**src/rtl/fir_driver_if.sv**
```systemverilog
// fir_driver_if: bundles the three signal groups around fir_driver.
//   upstream   : s_data, s_valid -> ; s_ready <-
//   control    : flush -> ; busy <-
//   FIR link   : fir_data_in, fir_valid_in <- ; fir_data_out ->
//   downstream : m_data, m_valid <- ; m_ready ->
// The slave modport is the driver's view; master is the environment's view.
interface fir_driver_if #(
  parameter int DW = 8,
  parameter int OW = 15
);
  logic [DW-1:0] s_data;
  logic          s_valid;
  logic          s_ready;
  logic          flush;
  logic          busy;
  logic [DW-1:0] fir_data_in;
  logic          fir_valid_in;
  logic [OW-1:0] fir_data_out;
  logic [OW-1:0] m_data;
  logic          m_valid;
  logic          m_ready;

  modport slave (
    input  s_data, s_valid, flush, fir_data_out, m_ready,
    output s_ready, busy, fir_data_in, fir_valid_in, m_data, m_valid
  );

  modport master (
    output s_data, s_valid, flush, fir_data_out, m_ready,
    input  s_ready, busy, fir_data_in, fir_valid_in, m_data, m_valid
  );
endinterface

```
**src/rtl/fir_driver.sv**
```systemverilog
// fir_driver: upstream controller for a 3-tap time-multiplexed FIR.
// Buffers samples in a small FIFO, issues them to the FIR as single-cycle
// valid pulses (one transaction in flight), captures each result on the one
// cycle it is present and offers it downstream with valid/ready. After reset
// the FIR tap history is primed with TAPS zeros (results discarded); a flush
// pulse issues TAPS zeros whose results are delivered.
// Ports:
//   clk, rst : clock (rising edge), asynchronous active-high reset
//   bus      : fir_driver_if.slave (s_*, flush/busy, fir_*, m_*)
module fir_driver #(
  parameter int DW         = 8,
  parameter int OW         = 15,
  parameter int TAPS       = 3,
  parameter int FIFO_DEPTH = 4,
  parameter int PRIME      = 1
) (
  input logic         clk,
  input logic         rst,
  fir_driver_if.slave bus
);
  localparam int AW = $clog2(FIFO_DEPTH);
  localparam int ZW = $clog2(TAPS + 1);
  localparam logic [AW:0]   FULL_CNT = FIFO_DEPTH[AW:0];
  localparam logic [ZW-1:0] ZLAST    = TAPS[ZW-1:0];

  typedef enum logic [2:0] {
    ST_SETTLE,
    ST_PRIME,
    ST_IDLE,
    ST_WAIT,
    ST_CAPT
  } state_t;

  state_t        state_q, state_d;
  logic [1:0]    wcnt_q, wcnt_d;
  logic [ZW-1:0] zcnt_q, zcnt_d;
  logic          prime_q, prime_d;
  logic          fpend_q, fpend_d;
  logic          m_valid_q, m_valid_d;
  logic [OW-1:0] m_data_q, m_data_d;
  logic          fvin_q, fvin_d;
  logic [DW-1:0] fdin_q, fdin_d;

  logic [DW-1:0] mem [FIFO_DEPTH];
  logic [AW-1:0] rd_q, wr_q;
  logic [AW:0]   cnt_q;

  logic full, empty, push, pop, out_free, issue, issue_zero;

  assign full     = (cnt_q == FULL_CNT);
  assign empty    = (cnt_q == '0);
  assign push     = bus.s_valid & ~full;
  assign out_free = ~m_valid_q | bus.m_ready;

  assign bus.s_ready      = ~full;
  assign bus.busy         = prime_q | fpend_q;
  assign bus.fir_data_in  = fdin_q;
  assign bus.fir_valid_in = fvin_q;
  assign bus.m_data       = m_data_q;
  assign bus.m_valid      = m_valid_q;

  // Sample storage; contents need no reset since cnt_q gates every read.
  always_ff @(posedge clk) begin
    if (push) mem[wr_q] <= bus.s_data;
  end

  always_ff @(posedge clk or posedge rst) begin
    if (rst) begin
      rd_q  <= '0;
      wr_q  <= '0;
      cnt_q <= '0;
    end else begin
      if (push) wr_q <= wr_q + AW'(1);
      if (pop)  rd_q <= rd_q + AW'(1);
      cnt_q <= cnt_q + {{AW{1'b0}}, push} - {{AW{1'b0}}, pop};
    end
  end

  always_comb begin
    state_d    = state_q;
    wcnt_d     = wcnt_q;
    zcnt_d     = zcnt_q;
    prime_d    = prime_q;
    fpend_d    = fpend_q | bus.flush;
    m_valid_d  = m_valid_q & ~bus.m_ready;
    m_data_d   = m_data_q;
    fvin_d     = 1'b0;
    fdin_d     = fdin_q;
    pop        = 1'b0;
    issue      = 1'b0;
    issue_zero = 1'b0;

    case (state_q)
      ST_SETTLE: begin
        if (wcnt_q == 2'd3) begin
          state_d = ST_PRIME;
          wcnt_d  = '0;
        end else begin
          wcnt_d = wcnt_q + 2'd1;
        end
      end
      ST_PRIME: begin
        issue      = 1'b1;
        issue_zero = 1'b1;
      end
      ST_IDLE: begin
        // Zero sequence (flush) outranks queued samples.
        if (out_free) begin
          if (fpend_q) begin
            issue      = 1'b1;
            issue_zero = 1'b1;
          end else if (!empty) begin
            issue = 1'b1;
            pop   = 1'b1;
          end
        end
      end
      ST_WAIT: begin
        // Counts the FIR sampling edge plus its three MAC edges.
        if (wcnt_q == 2'd3) state_d = ST_CAPT;
        wcnt_d = wcnt_q + 2'd1;
      end
      ST_CAPT: begin
        if (prime_q) begin
          if (zcnt_q == ZLAST) begin
            prime_d = 1'b0;
            zcnt_d  = '0;
            state_d = ST_IDLE;
          end else begin
            state_d = ST_PRIME;
          end
        end else begin
          // Output register is free here: issue required it to be.
          m_valid_d = 1'b1;
          m_data_d  = bus.fir_data_out;
          if (fpend_q && zcnt_q == ZLAST) begin
            fpend_d = 1'b0;
            zcnt_d  = '0;
          end
          state_d = ST_IDLE;
        end
      end
      default: state_d = ST_IDLE;
    endcase

    if (issue) begin
      fvin_d  = 1'b1;
      fdin_d  = issue_zero ? '0 : mem[rd_q];
      state_d = ST_WAIT;
      wcnt_d  = '0;
      if (issue_zero) zcnt_d = zcnt_q + ZW'(1);
    end
  end

  always_ff @(posedge clk or posedge rst) begin
    if (rst) begin
      state_q   <= (PRIME != 0) ? ST_SETTLE : ST_IDLE;
      wcnt_q    <= '0;
      zcnt_q    <= '0;
      prime_q   <= (PRIME != 0);
      fpend_q   <= 1'b0;
      m_valid_q <= 1'b0;
      m_data_q  <= '0;
      fvin_q    <= 1'b0;
      fdin_q    <= '0;
    end else begin
      state_q   <= state_d;
      wcnt_q    <= wcnt_d;
      zcnt_q    <= zcnt_d;
      prime_q   <= prime_d;
      fpend_q   <= fpend_d;
      m_valid_q <= m_valid_d;
      m_data_q  <= m_data_d;
      fvin_q    <= fvin_d;
      fdin_q    <= fdin_d;
    end
  end
endmodule

```
**src/flat_wrapper.sv**
```systemverilog
// flat-port wrapper written by rule: the top's interface ports become plain ports
module fir_driver_flat 
#(
  parameter int DW         = 8,
  parameter int OW         = 15,
  parameter int TAPS       = 3,
  parameter int FIFO_DEPTH = 4,
  parameter int PRIME      = 1
)
  (clk, rst, bus_s_data, bus_s_valid, bus_flush, bus_fir_data_out, bus_m_ready, bus_s_ready, bus_busy, bus_fir_data_in, bus_fir_valid_in, bus_m_data, bus_m_valid);
  fir_driver_if #(.DW(DW), .OW(OW)) bus_i ();
  input logic clk;
  input logic rst;
  input wire logic [$bits(bus_i.s_data)-1:0] bus_s_data;
  input wire logic [$bits(bus_i.s_valid)-1:0] bus_s_valid;
  input wire logic [$bits(bus_i.flush)-1:0] bus_flush;
  input wire logic [$bits(bus_i.fir_data_out)-1:0] bus_fir_data_out;
  input wire logic [$bits(bus_i.m_ready)-1:0] bus_m_ready;
  output wire logic [$bits(bus_i.s_ready)-1:0] bus_s_ready;
  output wire logic [$bits(bus_i.busy)-1:0] bus_busy;
  output wire logic [$bits(bus_i.fir_data_in)-1:0] bus_fir_data_in;
  output wire logic [$bits(bus_i.fir_valid_in)-1:0] bus_fir_valid_in;
  output wire logic [$bits(bus_i.m_data)-1:0] bus_m_data;
  output wire logic [$bits(bus_i.m_valid)-1:0] bus_m_valid;
  assign bus_i.s_data = bus_s_data;
  assign bus_i.s_valid = bus_s_valid;
  assign bus_i.flush = bus_flush;
  assign bus_i.fir_data_out = bus_fir_data_out;
  assign bus_i.m_ready = bus_m_ready;
  assign bus_s_ready = bus_i.s_ready;
  assign bus_busy = bus_i.busy;
  assign bus_fir_data_in = bus_i.fir_data_in;
  assign bus_fir_valid_in = bus_i.fir_valid_in;
  assign bus_m_data = bus_i.m_data;
  assign bus_m_valid = bus_i.m_valid;
  fir_driver #(.DW(DW), .OW(OW), .TAPS(TAPS), .FIFO_DEPTH(FIFO_DEPTH), .PRIME(PRIME)) u_core (.clk(clk), .rst(rst), .bus(bus_i));
endmodule
```
**config.mk**
```make
export PLATFORM = sky130hd
export DESIGN_NAME = fir_driver_flat
export DESIGN_NICKNAME = d
export VERILOG_FILES = /design/src/rtl/fir_driver_if.sv /design/src/rtl/fir_driver.sv /design/src/flat_wrapper.sv
export SDC_FILE = /design/constraint.sdc
export NUM_CORES = 1
export LEC_CHECK = 0
export CORE_ASPECT_RATIO = 1.1
export CORE_MARGIN = 1.5
export CORE_UTILIZATION = 62
export DETAILED_ROUTE_END_ITERATION = 12
export DONT_BUFFER_PORTS = 1
export PLACE_DENSITY = 0.84
export SYNTH_ARGS = -nofsm -noshare
export SYNTH_HDL_FRONTEND = slang
export SYNTH_SLANG_ARGS = --single-unit
```
**constraint.sdc**
```tcl
create_clock -name clk -period 2.8 [get_ports clk]
set_input_delay 0.56 -clock clk [delete_from_list [all_inputs] [get_ports clk]]
set_output_delay 0.56 -clock clk [all_outputs]
set_load 0.005 [all_outputs]
```
==> impl_metrics.tcl <==
set metrics [dict create \
    finalHoldViolCount 0 \
    p_seq_frac 0.507 \
    cts_tree "yes" \
    layout-area-overhead-vs-synth_pct 9.02 \
    yosysSeqAreaShare 0.652 \
    synth_area_leaders "dfrtp_1, edfxtp_1, mux2_2" \
    synth_seq_cells 73 \
    antenna_cells 0 \
    preCtsSetupSlack_ns 0.263 \
    grt.total_usage 0.201 \
    layout_common_cells "dfrtp_1, edfxtp_1, mux2_2" \
    worstSetupStartpointType "register" \
    synth_edf_count 32 \
    cts_setup_buffers 0 \
    power_density_mw_per_mm2 965 \
    netlist_instances 192 \
    critPathKind "reg -> reg" \
    cp-end-kind "register" \
    p_clk_frac 0.243 \
    drc_errors 0 \
    rsz0062_at_grt "no" \
    start_util 0.651 \
    max_slew_margin 0.447 \
    placed_area_mm2 0.00313 \
    grt_pass1_wl_mm 8.07 \
    final_common_cell "dfrtp_1" \
    synthesis.nets 231 \
    cts_buffer_depth 2 \
    vias_per_cell 6.15 \
    ant_nets 0 \
    holdBufCountCts 0 \
    gp_congestion 0.845 \
    nets 240 \
    skew_ns 0.0110 \
    yosysWarnings 0 \
    drtPass1Iterations 4 \
    die_y_um 76.6 \
    period_share 0.915 \
    vias 1612 \
    wl_per_cell_um 18.8 \
    root_buffer "clkbuf_8" \
    max-vdd-ir-drop_mv 0.514 \
    drt_iter0_markers 53 \
    core_mm2 0.00468 \
    fp.dieW_um 69.9 \
    syn_area_mm2 0.00305 \
    critPathMaxStageDelay_ns 0.45 \
    critPathMaxFanout 9 \
    clkTransAtPathRegs_ns 0.08 \
    async_flop_share 0.562 \
    pin_count 55 \
    setup_tns_ns 0 \
    yosysUniqueCellTypes 47 \
    final_area_mm2 0.00333 \
    hp-class "in -> async" \
    yosys.area.top_type_share 0.328 \
    slowest_stage "dfrtp_1" \
    nFillCells 299 \
    worst_slew_pin_slew_ns 0.828 \
    fin_ws_ns 0.237 \
    drv_slew 0 \
    place_hpwl_mm 3.54 \
    cts.repair.resized 0 \
    postSynthAreaPerCell_um2 15.9 \
    clock_latency_ns 0.34 \
    swShare 0.308 \
    cap_violations 0 \
    period_minus_slack_ns 2.56 \
    cts.htree.levels 3 \
    synth_top_area_cell "dfrtp_1" \
    grt_max_degree 23 \
    status "completed" \
    finalSetupViolCount 0 \
    drive_above_1_share 0.257 \
    fin_cells 262 \
    antenna_found_initial 0 \
    portBuffers 0 \
    ff2ff_path_depth 9 \
    grt_pass1_vias 1706 \
    placed_cells 246 \
    yosys_most_used_dff "dfrtp_1" \
    cts_made_buffers 9 \
    p_comb_frac 0.250 \
    arrival_ns 2.81 \
    cts.sinks 73 \
    p_leak_nw 1.34 \
    wl_mm 4.94 \
    p_switching_mw 0.988 \
    dieArea_mm2 0.00535 \
    fmax_mhz 390 \
    p_int_mw 2.22 \
    required_ns 3.05 \
    gr-total-overflow 0 \
    critical_path.cell_chain "nor4_2 > or4b_4 > clkinv_2 > ha_1 > inv_1 > ha_1 > fa_1 > xnor2_1 > xnor2_1" \
    rows 26 \
]
## cells by family (layout without fill, tap and decap cells)
family                   after synthesis  count (layout)  share of synthesized area
AND/OR/NAND/NOR                       32              32                     0.0718
adder cells (fa/ha/maj)               11              11                     0.0476
AO/OA/AOI/OAI                         27              27                     0.0673
buffers and inverters                 20              34                     0.0291
multiplexers                          24              24                      0.118
XOR/XNOR                               5               5                     0.0144
flip-flops                            73              73                      0.652
## power groups by stage
| stage | registers (mW) | clock network, mW | logic (mW) |
|---|---|---|---|
| finish | 1.63 | 0.781 | 0.801 |
| global route | 1.66 | 0.856 | 0.888 |
| CTS | 1.63 | 0.799 | 0.810 |
| detailed placement | 1.65 | 0 | 0.809 |
| global placement | 1.63 | 0 | 0.739 |
| floorplan | 1.55 | 0 | 0.688 |
## area by class of cell
type                    instances  area, um^2  share of cell area
clock buffers                   9         124              0.0372
clock inverters                 7        70.1              0.0211
inverters                      13        50.0              0.0150
multi-input cells              99         973               0.293
flip-flops and latches         73        1990               0.598
well taps                      56        70.1              0.0211
repair buffers                  5        50.0              0.0150
## Yosys cell counts (2+ instances only)
master     n
nor2_1     3
inv_1     12
mux4_2     8
or2_2      2
xnor2_1    4
nand2_1    2
a21o_1     2
nand3_1    4
buf_2      3
dfrtp_1   40
and3_1     4
ha_1      10
a22o_1     8
nor2b_1    2
nand2b_1   3
edfxtp_1  32
nor3_1     3
a21oi_1    4
mux2_2    16
o21ai_0    3
## registers in the layout (all words and copies together), names as in the netlist
register,cells
u_core.bus.fir_data_in,8
u_core.bus.fir_valid_in,1
u_core.bus.m_data,15
u_core.bus.m_valid,1
u_core.cnt_q,3
u_core.fpend_q,1
u_core.mem,32
u_core.prime_q,1
u_core.rd_q,2
u_core.state_q,3
u_core.wcnt_q,2
u_core.wr_q,2
u_core.zcnt_q,2
## worst max-delay path: cells and delay by family (launching register included)
kind / cells / cell delay, ns
xor gates and xnor gates: 2 / 0.31
and+or+nand+nor: 2 / 0.64
buffers and inverters: 2 / 0.18
adders and majority gates: 3 / 0.89
DFF: 1 / 0.45
## metal layers
| layer | wire (um) | track usage | vias up |
|---|---|---|---|
| met5 | 0 | 0 | - |
| met4 | 29 | 0.0654 | 0 |
| met3 | 413 | 0.0966 | 4 |
| met2 | 2510 | 0.323 | 77 |
| met1 | 1980 | 0.238 | 802 |
| li1 | - | - | 729 |
## path summary, 6_finish.rpt
| check | start | to | slack (ns) |
|---|---|---|---|
| max reg2reg | u_core.fpend_q | u_core.cnt_q[2] | 0.24 |
| min in group clk | bus_s_data[5] | u_core.mem[2][5] | 0.31 |
| min | rst | u_core.bus.m_data[9] | 0.27 |
| max in group asynchronous | rst | u_core.prime_q | 1.85 |
| max | u_core.fpend_q | u_core.cnt_q[2] | 0.24 |
| min reg2reg | u_core.wcnt_q[1] | u_core.wcnt_q[1] | 0.50 |
## per-stage QoR
step | hold slack, ns | power (mW) | utilization
5_1_grt | 0.280 | 3.41 | 0.710
3_3_place_gp | 0.479 | 2.37 | 0.669
6_report | 0.268 | 3.21 | 0.710
3_5_place_dp | 0.483 | 2.46 | 0.669
2_1_floorplan | 0.460 | 2.24 | -
4_1_cts | 0.279 | 3.24 | 0.710
(Power assumes the default switching activity.)
